==> src/rtl/hazard_forward_scoreboard.sv <==
// Hazard unit: per-port forwarding selects, load-use / MUL-DIV stall, and a one-deep MUL/DIV countdown scoreboard.
// Optional stall statistic counter is built only when HAZ_STALL_STATS_EN is defined.
module hazard_forward_scoreboard #(
  parameter int AW             = 5,
  parameter int NUM_SRC        = 2,
  parameter int NUM_FWD_STAGES = 2,
  parameter int MD_LATENCY     = 4,
  localparam int SEL_W         = $clog2(NUM_FWD_STAGES + 1)
) (
  input  logic                        clk,
  input  logic                        reset,
  input  logic [NUM_SRC*AW-1:0]       ex_src_addr,
  input  logic [NUM_FWD_STAGES*AW-1:0] stg_rd,
  input  logic [NUM_FWD_STAGES-1:0]   stg_regwrite,
  input  logic [NUM_SRC*AW-1:0]       id_src_addr,
  input  logic [NUM_SRC-1:0]          id_src_valid,
  input  logic                        id_md_op,
  input  logic [AW-1:0]               ex_rd,
  input  logic                        ex_memread,
  input  logic                        md_issue,
  input  logic [AW-1:0]               md_issue_rd,
  output logic [NUM_SRC*SEL_W-1:0]    fwd_sel,
  output logic                        stall,
  output logic                        md_busy,
  output logic                        md_done,
  output logic [AW-1:0]               md_done_rd,
  output logic [31:0]                 stall_cycles
);

  localparam int CNT_W = (MD_LATENCY > 1) ? $clog2(MD_LATENCY) : 1;
  localparam logic [CNT_W-1:0] CNT_LOAD = CNT_W'(MD_LATENCY - 1);

  typedef enum logic [0:0] {
    S_IDLE = 1'b0,
    S_BUSY = 1'b1
  } state_t;

  state_t               r_state;
  state_t               w_state_nxt;
  logic [CNT_W-1:0]     r_cnt;
  logic [CNT_W-1:0]     w_cnt_nxt;
  logic [AW-1:0]        r_md_rd;
  logic [AW-1:0]        w_md_rd_nxt;

  logic                 w_md_busy;
  logic                 w_md_done;
  logic                 w_md_pending;
  logic                 w_load_use;
  logic                 w_md_raw;
  logic                 w_md_struct;
  logic                 w_stall;
  logic [NUM_SRC*SEL_W-1:0] w_fwd_sel;

  // Forwarding select: walk oldest to youngest so the youngest matching stage wins.
  always_comb begin
    w_fwd_sel = {(NUM_SRC*SEL_W){1'b0}};
    for (int i = 0; i < NUM_SRC; i++) begin
      for (int k = NUM_FWD_STAGES - 1; k >= 0; k--) begin
        w_fwd_sel[i*SEL_W +: SEL_W] =
          (stg_regwrite[k] &&
           (stg_rd[k*AW +: AW] != {AW{1'b0}}) &&
           (stg_rd[k*AW +: AW] == ex_src_addr[i*AW +: AW]))
          ? SEL_W'(k + 1) : w_fwd_sel[i*SEL_W +: SEL_W];
      end
    end
  end

  assign fwd_sel = w_fwd_sel;

  assign w_md_busy    = (r_state == S_BUSY);
  assign w_md_done    = w_md_busy && (r_cnt == {CNT_W{1'b0}});
  // The done-cycle result is visible through write-before-read, so it no longer blocks readers.
  assign w_md_pending = w_md_busy && !w_md_done;

  // Stall terms: load-use, RAW on the MUL/DIV destination, and unit occupancy.
  always_comb begin
    w_load_use = 1'b0;
    w_md_raw   = 1'b0;
    for (int i = 0; i < NUM_SRC; i++) begin
      w_load_use = w_load_use |
        (ex_memread && (ex_rd != {AW{1'b0}}) && id_src_valid[i] &&
         (id_src_addr[i*AW +: AW] == ex_rd));
      w_md_raw = w_md_raw |
        (id_src_valid[i] && (id_src_addr[i*AW +: AW] != {AW{1'b0}}) &&
         ((w_md_pending && (id_src_addr[i*AW +: AW] == r_md_rd)) ||
          (md_issue && (id_src_addr[i*AW +: AW] == md_issue_rd))));
    end
    w_md_struct = id_md_op && (w_md_pending || md_issue);
    w_stall     = w_load_use | w_md_raw | w_md_struct;
  end

  assign stall = w_stall;

  // Scoreboard state register.
  always_ff @(posedge clk or posedge reset) begin
    if (reset) begin
      r_state <= S_IDLE;
      r_cnt   <= {CNT_W{1'b0}};
      r_md_rd <= {AW{1'b0}};
    end else begin
      r_state <= w_state_nxt;
      r_cnt   <= w_cnt_nxt;
      r_md_rd <= w_md_rd_nxt;
    end
  end

  // Scoreboard next state; an issue while the count is still running is dropped.
  always_comb begin
    w_state_nxt = r_state;
    w_cnt_nxt   = r_cnt;
    w_md_rd_nxt = r_md_rd;
    case (r_state)
      S_IDLE: begin
        if (md_issue) begin
          w_state_nxt = S_BUSY;
          w_cnt_nxt   = CNT_LOAD;
          w_md_rd_nxt = md_issue_rd;
        end else begin
          w_state_nxt = S_IDLE;
        end
      end
      S_BUSY: begin
        if (r_cnt != {CNT_W{1'b0}}) begin
          w_cnt_nxt = r_cnt - CNT_W'(1);
        end else if (md_issue) begin
          w_state_nxt = S_BUSY;
          w_cnt_nxt   = CNT_LOAD;
          w_md_rd_nxt = md_issue_rd;
        end else begin
          w_state_nxt = S_IDLE;
        end
      end
      default: begin
        w_state_nxt = S_IDLE;
        w_cnt_nxt   = {CNT_W{1'b0}};
      end
    endcase
  end

  assign md_busy    = w_md_busy;
  assign md_done    = w_md_done;
  assign md_done_rd = w_md_done ? r_md_rd : {AW{1'b0}};

`ifdef HAZ_STALL_STATS_EN
  logic [31:0] r_stall_cycles;

  // Saturating count of stalled cycles, cleared only by reset.
  always_ff @(posedge clk or posedge reset) begin
    if (reset) begin
      r_stall_cycles <= 32'd0;
    end else if (w_stall && (r_stall_cycles != 32'hFFFF_FFFF)) begin
      r_stall_cycles <= r_stall_cycles + 32'd1;
    end else begin
      r_stall_cycles <= r_stall_cycles;
    end
  end

  assign stall_cycles = r_stall_cycles;
`else
  assign stall_cycles = 32'd0;
`endif

endmodule
==> config.mk <==
export PLATFORM = sky130hd
export DESIGN_NAME = hazard_forward_scoreboard
export DESIGN_NICKNAME = d
export VERILOG_FILES = /design/src/rtl/hazard_forward_scoreboard.sv
export SDC_FILE = /design/constraint.sdc
export NUM_CORES = 1
export LEC_CHECK = 0
export ABC_AREA = 1
export BUFFER_PORTS_ARGS = -buffer_cell sky130_fd_sc_hd__buf_4
export CELL_PAD_IN_SITES_DETAIL_PLACEMENT = 1
export CELL_PAD_IN_SITES_GLOBAL_PLACEMENT = 2
export CORE_AREA = 2 2 120 75
export CTS_BUF_LIST = sky130_fd_sc_hd__clkbuf_4 sky130_fd_sc_hd__clkbuf_8
export DETAILED_ROUTE_END_ITERATION = 8
export DIE_AREA = 0 0 122 77
export PLACE_DENSITY_LB_ADDON = 0.1
export SLEW_MARGIN = 15
export SYNTH_ARGS = -nofsm -noshare
export SYNTH_HDL_FRONTEND = slang
export SYNTH_SLANG_ARGS = --single-unit
export TNS_END_PERCENT = 5
==> constraint.sdc <==
create_clock -name clk -period 0.9 [get_ports clk]
set_input_delay 0.045 -clock clk [delete_from_list [all_inputs] [get_ports clk]]
set_output_delay 0.045 -clock clk [all_outputs]
set_load 0.1 [all_outputs]
=== Word-level counts from Yosys, hierarchy flattened ===
Cells that the tools add are included.

* Input port bits: 49
* Output and inout bits: 44
* Word-level logic and storage cells: 67
* Register bits: 8

* Add/sub/neg operators: 1
* Mux-type cells: 14
* Equal/unequal tests: 11
* Bitwise logic cells: 5
* Reduce and logical (&&, ||, !) cells: 33

{| class="wikitable"
|+ Operators by type and width
! operator !! count
|-
| 5-bit equality test || 10
|-
| 5-bit nonzero test || 5
|-
| 1-bit logical AND || 22
|-
| 5-bit 2-to-1 mux || 3
|-
| 2-bit 2-to-1 mux || 6
|-
| 5-bit case mux with 2 select lines || 1
|-
| 1-bit bitwise OR || 4
|-
| 2-bit case mux with 2 select lines || 1
|-
| 1-bit logical OR || 3
|-
| 2-bit zero test || 1
|-
| 1-bit 2-to-1 mux || 2
|-
| 2-bit != test (second input constant) || 1
|-
| 1-bit case mux with 2 select lines || 1
|-
| 2-bit nonzero test || 1
|-
| 2-bit by 1-bit subtractor with 2-bit output (second input constant) || 1
|-
| 1-bit zero test || 1
|-
| 1-bit NOT || 1
|}

=== Logic depth before layout (Yosys ltp) ===
* Word-level depth: 10
* Mapped depth: 10
* Depth with buffers taken out: 10

=== Least setup slack after synthesis ===
Ideal clock, no wire load.

* Kind: reg-to-output
* Start point: register r_state (netlist: md_busy)
* End point: output md_done_rd[0]
* Arrival: 4045 ps
* Path buffers: 0
* Stages on the path, launching flop included: 5
* Setup slack: -3190 ps
* Path through: dfrtp_1 > inv_1 > nor2_1 > inv_1 > nor2_1

* Word-level cells in the longest chain between the ends: 2

{| class="wikitable"
|+ RTL lines
! what !! RTL line !! source
|-
| start: declaration || 38 || <nowiki>state_t r_state;</nowiki>
|-
| start signal: assignment || 101 || <nowiki>r_state <= w_state_nxt;</nowiki>
|-
| 1-bit logical AND || 71 || <nowiki>assign w_md_done = w_md_busy && (r_cnt == {CNT_W{1'b0}});</nowiki>
|-
| via md_done || 25 || <nowiki>output logic md_done,</nowiki>
|-
| 5-bit 2-to-1 mux || 142 || <nowiki>assign md_done_rd = w_md_done ? r_md_rd : {AW{1'b0}};</nowiki>
|-
| end: declaration || 26 || <nowiki>output logic [AW-1:0] md_done_rd,</nowiki>
|}

The timed path passes the listed nets, and every way through them passes these cells.

=== Final worst setup path ===
* Start point: register r_md_rd[1]
* End point: output stall

* Word-level cells in the longest chain between the ends: 7
* Elaborated cells between the ends (all ways): 11

{| class="wikitable"
|+ RTL lines
! what !! RTL line !! source
|-
| start: declaration || 42 || <nowiki>logic [AW-1:0] r_md_rd;</nowiki>
|-
| start signal: assignment || 99 || <nowiki>r_md_rd <= {AW{1'b0}};</nowiki>
|-
| start signal: assignment || 103 || <nowiki>r_md_rd <= w_md_rd_nxt;</nowiki>
|-
| 5-bit equality test || 85 || <nowiki>((w_md_pending && (id_src_addr[i*AW +: AW] == r_md_rd)) ||</nowiki>
|-
| 1-bit logical AND || 85 ||
|-
| 1-bit logical OR || 85 ||
|-
| 1-bit logical AND || 84 || <nowiki>(id_src_valid[i] && (id_src_addr[i*AW +: AW] != {AW{1'b0}}) &&</nowiki>
|-
| 1-bit bitwise OR (*) || 83 || <nowiki>w_md_raw = w_md_raw |</nowiki>
|-
| 1-bit bitwise OR (*) (2 in a row) || 89 || <nowiki>w_stall = w_load_use | w_md_raw | w_md_struct;</nowiki>
|-
| end: declaration || 23 || <nowiki>output logic stall,</nowiki>
|}

Mark *: on every way between the ends. The rest lies on a longest branch, timed or not.

==> impl_metrics.env <==
export IMPL_clkTransAtPathRegs_ps=50
export IMPL_drtAntennaViolNets=0
export IMPL_p_per_area_nw_per_um2=2360
export IMPL_design_area_um2=2530
export IMPL_clock_path_buffers=2
export IMPL_p_leak_nw=1.39
export IMPL_grt_max_degree=9
export IMPL_root_buffer="clkbuf_8"
export IMPL_gp_congestion=0.756
export IMPL_grt_first_pass_wirelength_mm=9.30
export IMPL_regToRegSetupSlack_ps=-280
export IMPL_syn_avg_cell_area_um2=5.43
export IMPL_rows=26
export IMPL_yosys_warnings=0
export IMPL_avgRoutedWirePerCell_um=12.5
export IMPL_grt_ovfl_total=0
export IMPL_antenna_found_initial=0
export IMPL_worst_path_max_delay_cell="dfrtp_1"
export IMPL_skew_ps=5.65
export IMPL_critPathBufInv=3
export IMPL_drt_iter0_markers=89
export IMPL_drt_pass1_iter_count=4
export IMPL_die_w_um=122
export IMPL_port_buffers=60
export IMPL_worst_path_dominant_cell_family="simple AND/OR/NAND/NOR gates"
export IMPL_coreArea_um2=8300
export IMPL_path_max_fanout=4
export IMPL_violations="setup timing"
export IMPL_routed_wl_mm=6.01
export IMPL_ys_ff_latch=8
export IMPL_dr_total_vias=1817
export IMPL_rsz0062_at_grt="yes"
export IMPL_grtUsageTotal_pct=12.8
export IMPL_maxSlewViolCount=0
export IMPL_timing_final_ws_setup_ps=-638
export IMPL_ioPinCount=93
export IMPL_drive_gt1_share_pct=36.7
export IMPL_crit_start="r_md_rd[1]"
export IMPL_hold_slack_ps=111
export IMPL_cp_slowest_stage_delay_ps=390
export IMPL_cts_max_level=1
export IMPL_synth_area_um2=1460
export IMPL_criticalPathCategory="flip-flop to primary output"
export IMPL_placed_cell_area_um2=2210
export IMPL_num_antenna_cells=0
export IMPL_start_util_pct=17.6
export IMPL_synthCells=268
export IMPL_reg2reg_from="md_busy"
export IMPL_layout_nets=418
export IMPL_cp_start_kind="flip-flop"
export IMPL_drv_cap=0
export IMPL_peakVddDrop_v=0.000644
export IMPL_cpMostUsedCell="nand2_1"
export IMPL_period_minus_slack_ps=1540
export IMPL_status="complete, but fails checks"
export IMPL_ys_seq_area_share_pct=13.7
export IMPL_crit_end="stall"
export IMPL_die_area_um2=9390
export IMPL_min_period_over_period_pct=171
export IMPL_cp_cell_sequence="inv_2, nand2_1, nand2_1, nor2_2, nand3_1, nand2_1, nand2_1, nand2_1, inv_2, nand2_2, buf_12"
export IMPL_cts_tree="yes"
export IMPL_final_setup_viol_count=19
export IMPL_hold_path_class="input port to flip-flop"
export IMPL_worstReg2RegEnd="r_md_rd[1]"
export IMPL_clkLatencyLatePin_ps=240
export IMPL_fmax_ghz=0.650
export IMPL_routed_via_density=3.79
export IMPL_areaGrowthSynthToFinish_pct=73.7
export IMPL_cp_depth=11
export IMPL_clock_sinks=8
export IMPL_crit_path_end_kind="primary output"
export IMPL_drc_errors=0
export IMPL_finalHoldViolCount=0
export IMPL_r2r_cells=6
export IMPL_grt_pass1_vias=1792
export IMPL_cts_buffers=3
export IMPL_die_height_um=77
export IMPL_yosysUniqueCellTypes=19
export IMPL_worst_ep_arrival_time_ps=1490
export IMPL_fillers=1086
export IMPL_crit_required_ps=850
export IMPL_hpwl_mm=5.30
## cell families (layout without fill, tap and decap cells)
| kind of cell | Yosys count | after routing | share of synthesized area, % |
|---|---|---|---|
| and+or+nand+nor | 153 | 153 | 41.8 |
| buffers and inverters | 69 | 138 | 26.1 |
| xor gates and xnor gates | 20 | 20 | 12.0 |
| AOI/OAI and AO/OA | 17 | 17 | 6.01 |
| DFF | 8 | 8 | 13.7 |
| other | 1 | 32 | 0.257 |
## tightest hold or removal path: cells and delay by family
kind,cells,cell delay [ps]
AO/OA/AOI/OAI,1,80
buffers and inverters,1,120
AND/OR/NAND/NOR,1,60
## through the flow
step                      util, %  setup TNS, ps  power [mW]  setup slack (ps)  cells
final                        30.5          -5590        5.98              -638    480
after global routing         30.5          -6920        6.36              -758    480
after CTS                    29.8          -5930        5.86              -642    477
after detailed placement     26.7          -5660        4.58              -573    468
after global placement       26.7          -5500        4.56              -602    468
after floorplan                 -         -12600        3.41             -1330    299
## routing by layer
layer	GRT usage, %	share of wire [%]
met3	3.05	4.8
met5	0	0
met1	21.1	58
met4	0.345	0.067
met2	17.1	37
## area by class of cell
class	instances	area [um^2]	area share, %
sequential	8	204	8.06
tap	112	140	5.54
timing repair buffer	98	898	35.5
clock buffer	4	48.8	1.93
multi-input combinational	222	1100	43.6
inverter	36	135	5.34
## Yosys cell counts (all sizes together)
master,count,area (um^2)
a21oi,2,10.0
conb,1,3.75
xor2,8,70.1
dfrtp,8,200
nor2,34,130
nand2,102,385
inv,36,135
xnor2,12,105
a21boi,1,7.51
o21ai,14,70.1
nand3,6,30.0
buf,33,245
nand4,7,43.8
nor3,4,20.0
## layout by cell type, fill, tap and decap left out, drive strengths merged, types with 6 or more instances in the layout
| cell type | netlist | layout |
|---|---|---|
| nand4 | 7 | 7 |
| nand3 | 6 | 6 |
| conb | 1 | 32 |
| inv | 36 | 36 |
| dfrtp | 8 | 8 |
| o21ai | 14 | 14 |
| xor2 | 8 | 8 |
| nand2 | 102 | 102 |
| nor2 | 34 | 34 |
| buf | 33 | 97 |
| xnor2 | 12 | 12 |
## how the worst min path moves through the flow
stage | slack [ps] | cells past startpoint | to | startpoint
6_report | 110 | 3 | r_cnt[0] | md_issue
5_1_grt | 160 | 3 | r_cnt[0] | md_issue
4_1_cts | 110 | 3 | r_cnt[0] | md_issue
3_5_place_dp | 60 | 2 | r_md_rd[3] | reset
3_3_place_gp | 60 | 2 | r_md_rd[3] | reset
2_1_floorplan | -140 | 1 | r_cnt[0] | reset
## registers in the layout, indices dropped and copies added (netlist names)
register,flops
r_md_rd,5
md_busy,1
r_cnt,2
## report_power, final
group,internal (mW),switching (mW)
Clock,0.340,0.175
Sequential,0.544,0.178
Combinational,1.77,2.97
## what timing repair did
action                     4_1_cts  5_1_grt
hold buffers                     1        0
pin swaps                       12        3
resized for setup               53       11
setup endpoints to repair       20       20
hold endpoints to repair         8        0
buffers inserted                 4        3
Note: power is estimated with default switching activity, not from simulation.
